**src/rtl/conversor_dho_bin_pkg.sv**
```systemverilog
// Shared definitions for the DEC/HEX/OCT to binary converter.
package conversor_dho_bin_pkg;

  localparam logic [1:0] SEL_DEC = 2'b01;
  localparam logic [1:0] SEL_HEX = 2'b10;
  localparam logic [1:0] SEL_OCT = 2'b11;

  localparam int unsigned DEC_ITER = 10;

  typedef enum logic [1:0] {
    IDLE,
    SHIFT,
    DONE
  } state_t;

endpackage

```
**src/rtl/subsel3.sv**
```systemverilog
// BCD digit correction step for reverse double dabble: subtract 3 when digit >= 8.
module subsel3 (
  input  logic [3:0] din,
  output logic [3:0] dout
);

  assign dout = (din >= 4'd8) ? din - 4'd3 : din;

endmodule

```
**src/rtl/conversor_dho_bin.sv**
```systemverilog
// Three-digit Dec/Hex/Oct to 8-bit binary converter; Dec uses iterative reverse double dabble.
module conversor_dho_bin
  import conversor_dho_bin_pkg::*;
(
  input  logic       clk,
  input  logic       rst_n,
  input  logic       start,
  input  logic [1:0] sel,
  input  logic [3:0] C,
  input  logic [3:0] D,
  input  logic [3:0] U,
  output logic       busy,
  output logic       done,
  output logic [7:0] B,
  output logic       erro
);

  localparam logic [3:0] LastIter = 4'(DEC_ITER - 1);

  state_t      state_q, state_d;
  logic [11:0] bcd_q, bcd_d;
  logic [9:0]  acc_q, acc_d;
  logic [3:0]  cnt_q, cnt_d;
  logic        dig_err_q, dig_err_d;
  logic [7:0]  b_q, b_d;
  logic        erro_q, erro_d;

  logic [11:0] bcd_shift, bcd_iter;
  logic [9:0]  acc_shift;
  logic        dec_err;

  // One iteration: shift {bcd, acc} right, then correct each BCD digit.
  assign bcd_shift = {1'b0, bcd_q[11:1]};
  assign acc_shift = {bcd_q[0], acc_q[9:1]};

  subsel3 u_sub_c (.din(bcd_shift[11:8]), .dout(bcd_iter[11:8]));
  subsel3 u_sub_d (.din(bcd_shift[7:4]),  .dout(bcd_iter[7:4]));
  subsel3 u_sub_u (.din(bcd_shift[3:0]),  .dout(bcd_iter[3:0]));

  assign dec_err = dig_err_q | (acc_shift[9:8] != 2'b00);

  always_comb begin
    state_d   = state_q;
    bcd_d     = bcd_q;
    acc_d     = acc_q;
    cnt_d     = cnt_q;
    dig_err_d = dig_err_q;
    b_d       = b_q;
    erro_d    = erro_q;
    unique case (state_q)
      IDLE: begin
        if (start) begin
          bcd_d     = {C, D, U};
          acc_d     = '0;
          cnt_d     = '0;
          dig_err_d = (C > 4'd9) | (D > 4'd9) | (U > 4'd9);
          if (sel == SEL_DEC) begin
            state_d = SHIFT;
          end else begin
            state_d = DONE;
            case (sel)
              SEL_HEX: begin
                erro_d = (C != 4'd0);
                b_d    = (C != 4'd0) ? 8'h00 : {D, U};
              end
              SEL_OCT: begin
                erro_d = (C > 4'd3) | (D > 4'd7) | (U > 4'd7);
                b_d    = ((C > 4'd3) | (D > 4'd7) | (U > 4'd7)) ? 8'h00
                                                                : {C[1:0], D[2:0], U[2:0]};
              end
              default: begin
                erro_d = 1'b1;
                b_d    = 8'h00;
              end
            endcase
          end
        end
      end
      SHIFT: begin
        bcd_d = bcd_iter;
        acc_d = acc_shift;
        cnt_d = cnt_q + 4'd1;
        if (cnt_q == LastIter) begin
          state_d = DONE;
          erro_d  = dec_err;
          b_d     = dec_err ? 8'h00 : acc_shift[7:0];
        end
      end
      DONE:    state_d = IDLE;
      default: state_d = IDLE;
    endcase
  end

  always_ff @(posedge clk) begin
    if (!rst_n) begin
      state_q   <= IDLE;
      bcd_q     <= '0;
      acc_q     <= '0;
      cnt_q     <= '0;
      dig_err_q <= 1'b0;
      b_q       <= 8'h00;
      erro_q    <= 1'b0;
    end else begin
      state_q   <= state_d;
      bcd_q     <= bcd_d;
      acc_q     <= acc_d;
      cnt_q     <= cnt_d;
      dig_err_q <= dig_err_d;
      b_q       <= b_d;
      erro_q    <= erro_d;
    end
  end

  assign busy = (state_q != IDLE);
  assign done = (state_q == DONE);
  assign B    = b_q;
  assign erro = erro_q;

endmodule

```
**config.mk**
```make
export PLATFORM = sky130hd
export DESIGN_NAME = conversor_dho_bin
export DESIGN_NICKNAME = d
export VERILOG_FILES = /design/src/rtl/conversor_dho_bin_pkg.sv /design/src/rtl/subsel3.sv /design/src/rtl/conversor_dho_bin.sv
export SDC_FILE = /design/constraint.sdc
export NUM_CORES = 1
export LEC_CHECK = 0
export ABC_AREA = 1
export BUFFER_PORTS_ARGS = -buffer_cell sky130_fd_sc_hd__buf_4
export CAP_MARGIN = 10
export CORE_MARGIN = 4
export CORE_UTILIZATION = 39
export DETAILED_ROUTE_END_ITERATION = 7
export SYNTH_ARGS = -nofsm -noshare
export SYNTH_HDL_FRONTEND = slang
export SYNTH_SLANG_ARGS = --single-unit
```
**constraint.sdc**
```tcl
create_clock -name clk -period 1.3 [get_ports clk]
set_input_delay 0.26 -clock clk [delete_from_list [all_inputs] [get_ports clk]]
set_output_delay 0.26 -clock clk [all_outputs]
set_load 0.01 [all_outputs]
```
==> impl_metrics.py <==
metrics = {
    "global_route": {
        "grt_pass1_vias": 1814,
        "globalRouteMet3Util_pct": 3.84,
        "grt.overflow.total": 0,
        "grt_antenna_before_repair": 0,
        "gr-max-usage-layer": "met2",
        "met2_usage_pct": 27.0,
        "grt_start_max_net_pins": 20,
        "grt_pass1_wl_um": 8680,
        "globalRouteMet1Util_pct": 24.4,
        "globalRouteTotalUtil_pct": 17.5,
    },
    "placed_design": {
        "place_congestion": 0.861,
        "dp.cells": 387,
        "placed_cell_area_um2": 2290,
        "post-place-ws_ns": -0.0168,
        "detailedPlacementHpwl_um": 3810,
        "port_buffers": 27,
    },
    "critical_path": {
        "worst_ep_required_ns": 1.47,
        "worst-endpoint-arrival_ns": 1.39,
        "worstSetupStartpointType": "register",
        "path_max_fanout": 18,
        "crit_type": "register to register",
        "crit_path_end_kind": "register",
    },
    "logic_synthesis": {
        "ys_async_sr_fraction_pct": 0,
        "synth.yosys.seq_area_share_pct": 37.0,
        "netlist.top_cell.by_area": "sky130_fd_sc_hd__dfxtp_1",
        "synth_compound_gate_area_share_pct": 15.3,
        "synth_seq_cells": 37,
        "synthesis.nets": 316,
        "synthMuxAreaShare_pct": 0,
        "synth.lib_cells_used.distinct": 29,
        "post_synth_edffs": 0,
        "mean_syn_cell_area_um2": 6.83,
        "post_synth_main_area_contributors": "sky130_fd_sc_hd__dfxtp_1 37%, sky130_fd_sc_hd__nand2_1 15%, sky130_fd_sc_hd__a21oi_1 7.0%, sky130_fd_sc_hd__nor2_1 6.6%, sky130_fd_sc_hd__inv_1 5.6%",
        "yosysTopAreaCellShare_pct": 37.0,
        "syn_inst": 293,
        "synth_flop_cell": "sky130_fd_sc_hd__dfxtp_1",
        "synth_xor_area_share_pct": 0.438,
        "dominant_combinational_cell_family_by_area_after_synthesis": "simple AND/OR/NAND/NOR gates",
        "yosys.area_share.adder_pct": 3.75,
        "synthesis.yosys.warnings": 0,
        "synth_simple_gate_area_share_pct": 33.3,
        "post_synth_instance_area_um2": 2000,
    },
    "routing": {
        "totalWireLength_um": 5090,
        "vias": 1934,
        "drt-pass1-iter-count": 5,
        "routed_via_density": 4.91,
        "drt-initial-drc-count": 100,
        "wl_per_cell_um": 12.9,
        "drc_violations": 0,
        "postRouteAntennaNets": 0,
    },
    "layout": {
        "post_route_cell_area_um2": 2400,
        "flow.area_growth_from_synthesis_pct": 20.2,
        "antenna_cells_inserted": 0,
        "finalNonFillerCells": 394,
        "final_common_cell": "sky130_fd_sc_hd__nand2_1",
        "drive_gt1_share_pct": 19.0,
        "layout_common_cells": "79 x sky130_fd_sc_hd__nand2_1, 37 x sky130_fd_sc_hd__buf_4, 35 x sky130_fd_sc_hd__dfxtp_1, 35 x sky130_fd_sc_hd__nor2_1, 29 x sky130_fd_sc_hd__inv_1",
        "final_net_count": 350,
    },
    "sta": {
        "grt_setup_unrepaired": "true",
        "finalSetupViolCount": 0,
        "slew_headroom_pct": 77.9,
        "clock.fmax_mhz": 825,
        "timing.final.max_slew_violations": 0,
        "period_needed_ns": 1.21,
        "final.period_utilization_pct": 93.3,
        "final.setup.worst_slack_ns": 0.0875,
        "hold_viol": 0,
        "max_slew.worst_pin.slew_ns": 0.330,
        "setup-tns-final_ns": 0,
        "finalClockSkew_ns": 0.00958,
    },
    "outcome": {
        "status": "finished clean",
    },
    "clock_network": {
        "ctsHtreeMaxLevel": 2,
        "root_buffer": "sky130_fd_sc_hd__clkbuf_8",
        "tritoncts": "done",
        "cts_inserted_buffers": 5,
        "clk_slew_on_worst_s_h_paths_ns": 0.07,
        "clock-sinks": 37,
        "cts_hold_fix_bufs": 0,
        "cts.path.max_buffers": 2,
        "postCtsSetupRepairBufs": 0,
        "clock_latency_ns": 0.28,
        "ctsResizeCount": 1,
    },
    "floorplan": {
        "initial_utilization_pct": 41.3,
        "die_y_um": 79.6,
        "floorplan.rows": 25,
        "die-width_um": 79.6,
        "core-area_um2": 4850,
        "ioPinCount": 28,
        "fp.dieArea_um2": 6340,
    },
    "worst_hold_path": {
        "timing.hold.worst.class": "primary input to register",
    },
    "run": {
        "timing.max_cap.violations": 0,
    },
    "pwr": {
        "leakage_nw": 1.07,
        "vdd.ir_drop.worst_mv": 0.447,
        "finalPower_mw": 2.61,
        "cellPowerDensity_nw_per_um2": 1080,
    },
}
layer usage:
layer  wire length, um  share of wire [%]  vias up
met5                 0                  0        -
met4                28               0.55        0
met3               231                4.5        2
met2              2350                 46       37
met1              2480                 49      884
li1                  -                  -     1011
path summary, 6_finish.rpt:
kind	from	endpoint	slack [ns]	cells after the start
worst max register to register	cnt_q[1]$_SDFFE_PN0P_	B[7]$_SDFFE_PN0P_	0.09	8
worst min register to register	bcd_q[11]$_SDFFE_PN0P_	bcd_q[11]$_SDFFE_PN0P_	0.46	2
worst max-delay path	cnt_q[1]$_SDFFE_PN0P_	B[7]$_SDFFE_PN0P_	0.09	8
worst min-delay path	U[2]	bcd_q[2]$_SDFFE_PN0P_	0.27	3
through the flow:
step / utilization, % / hold WS (ns)
6_report: 49.6 / 0.275
5_1_grt: 49.6 / 0.281
4_1_cts: 49.1 / 0.266
3_5_place_dp: 47.2 / 0.455
3_3_place_gp: 47.2 / 0.451
2_1_floorplan: - / 0.409
worst max-delay path, stage by stage (launching register included):
cell                       delay [ns]
sky130_fd_sc_hd__dfxtp_1         0.33
sky130_fd_sc_hd__inv_1           0.04
sky130_fd_sc_hd__ha_1            0.16
sky130_fd_sc_hd__nand3b_1        0.16
sky130_fd_sc_hd__nand2_4         0.10
sky130_fd_sc_hd__nand2_8         0.14
sky130_fd_sc_hd__nand2_1         0.06
sky130_fd_sc_hd__nand2_1         0.07
sky130_fd_sc_hd__a21oi_2         0.03
cell type report:
cell class / count / area (um^2)
Clock buffer: 7 / 86.3
Fill cell: 507 / 2440
Inverter: 32 / 128
Multi-Input combinational cell: 213 / 1070
Sequential cell: 37 / 743
Tap cell: 67 / 83.8
Timing Repair Buffer: 38 / 289
logic make-up (layout without fill, tap and decap cells):
family	count (synthesis)	in the layout
xor gates and xnor gates	1	1
buffers and inverters	43	77
and+or+nand+nor	150	150
adders and majority gates	6	6
DFF	37	37
AOI/OAI and AO/OA	56	56
where the power goes:
part,switching [mW],internal (mW)
combinational,0.334,0.218
clock,0.375,0.420
sequential,0.0490,1.21
total,0.758,1.85
registers in the layout, summed over array words and instances, names as in the netlist:
name	count
cnt_q	4
erro	1
dig_err_q	1
bcd_q	12
B	8
state_q	2
acc_q	9
Yosys cell counts (4+ instances only):
cell type / n
sky130_fd_sc_hd__a21oi_1: 28
sky130_fd_sc_hd__a31oi_1: 8
sky130_fd_sc_hd__buf_2: 4
sky130_fd_sc_hd__buf_6: 4
sky130_fd_sc_hd__dfxtp_1: 37
sky130_fd_sc_hd__ha_1: 6
sky130_fd_sc_hd__inv_1: 30
sky130_fd_sc_hd__nand2_1: 80
sky130_fd_sc_hd__nand3_1: 13
sky130_fd_sc_hd__nand4_1: 8
sky130_fd_sc_hd__nor2_1: 35
sky130_fd_sc_hd__o21ai_0: 15
No activity file was read; power rests on OpenSTA's default activity.
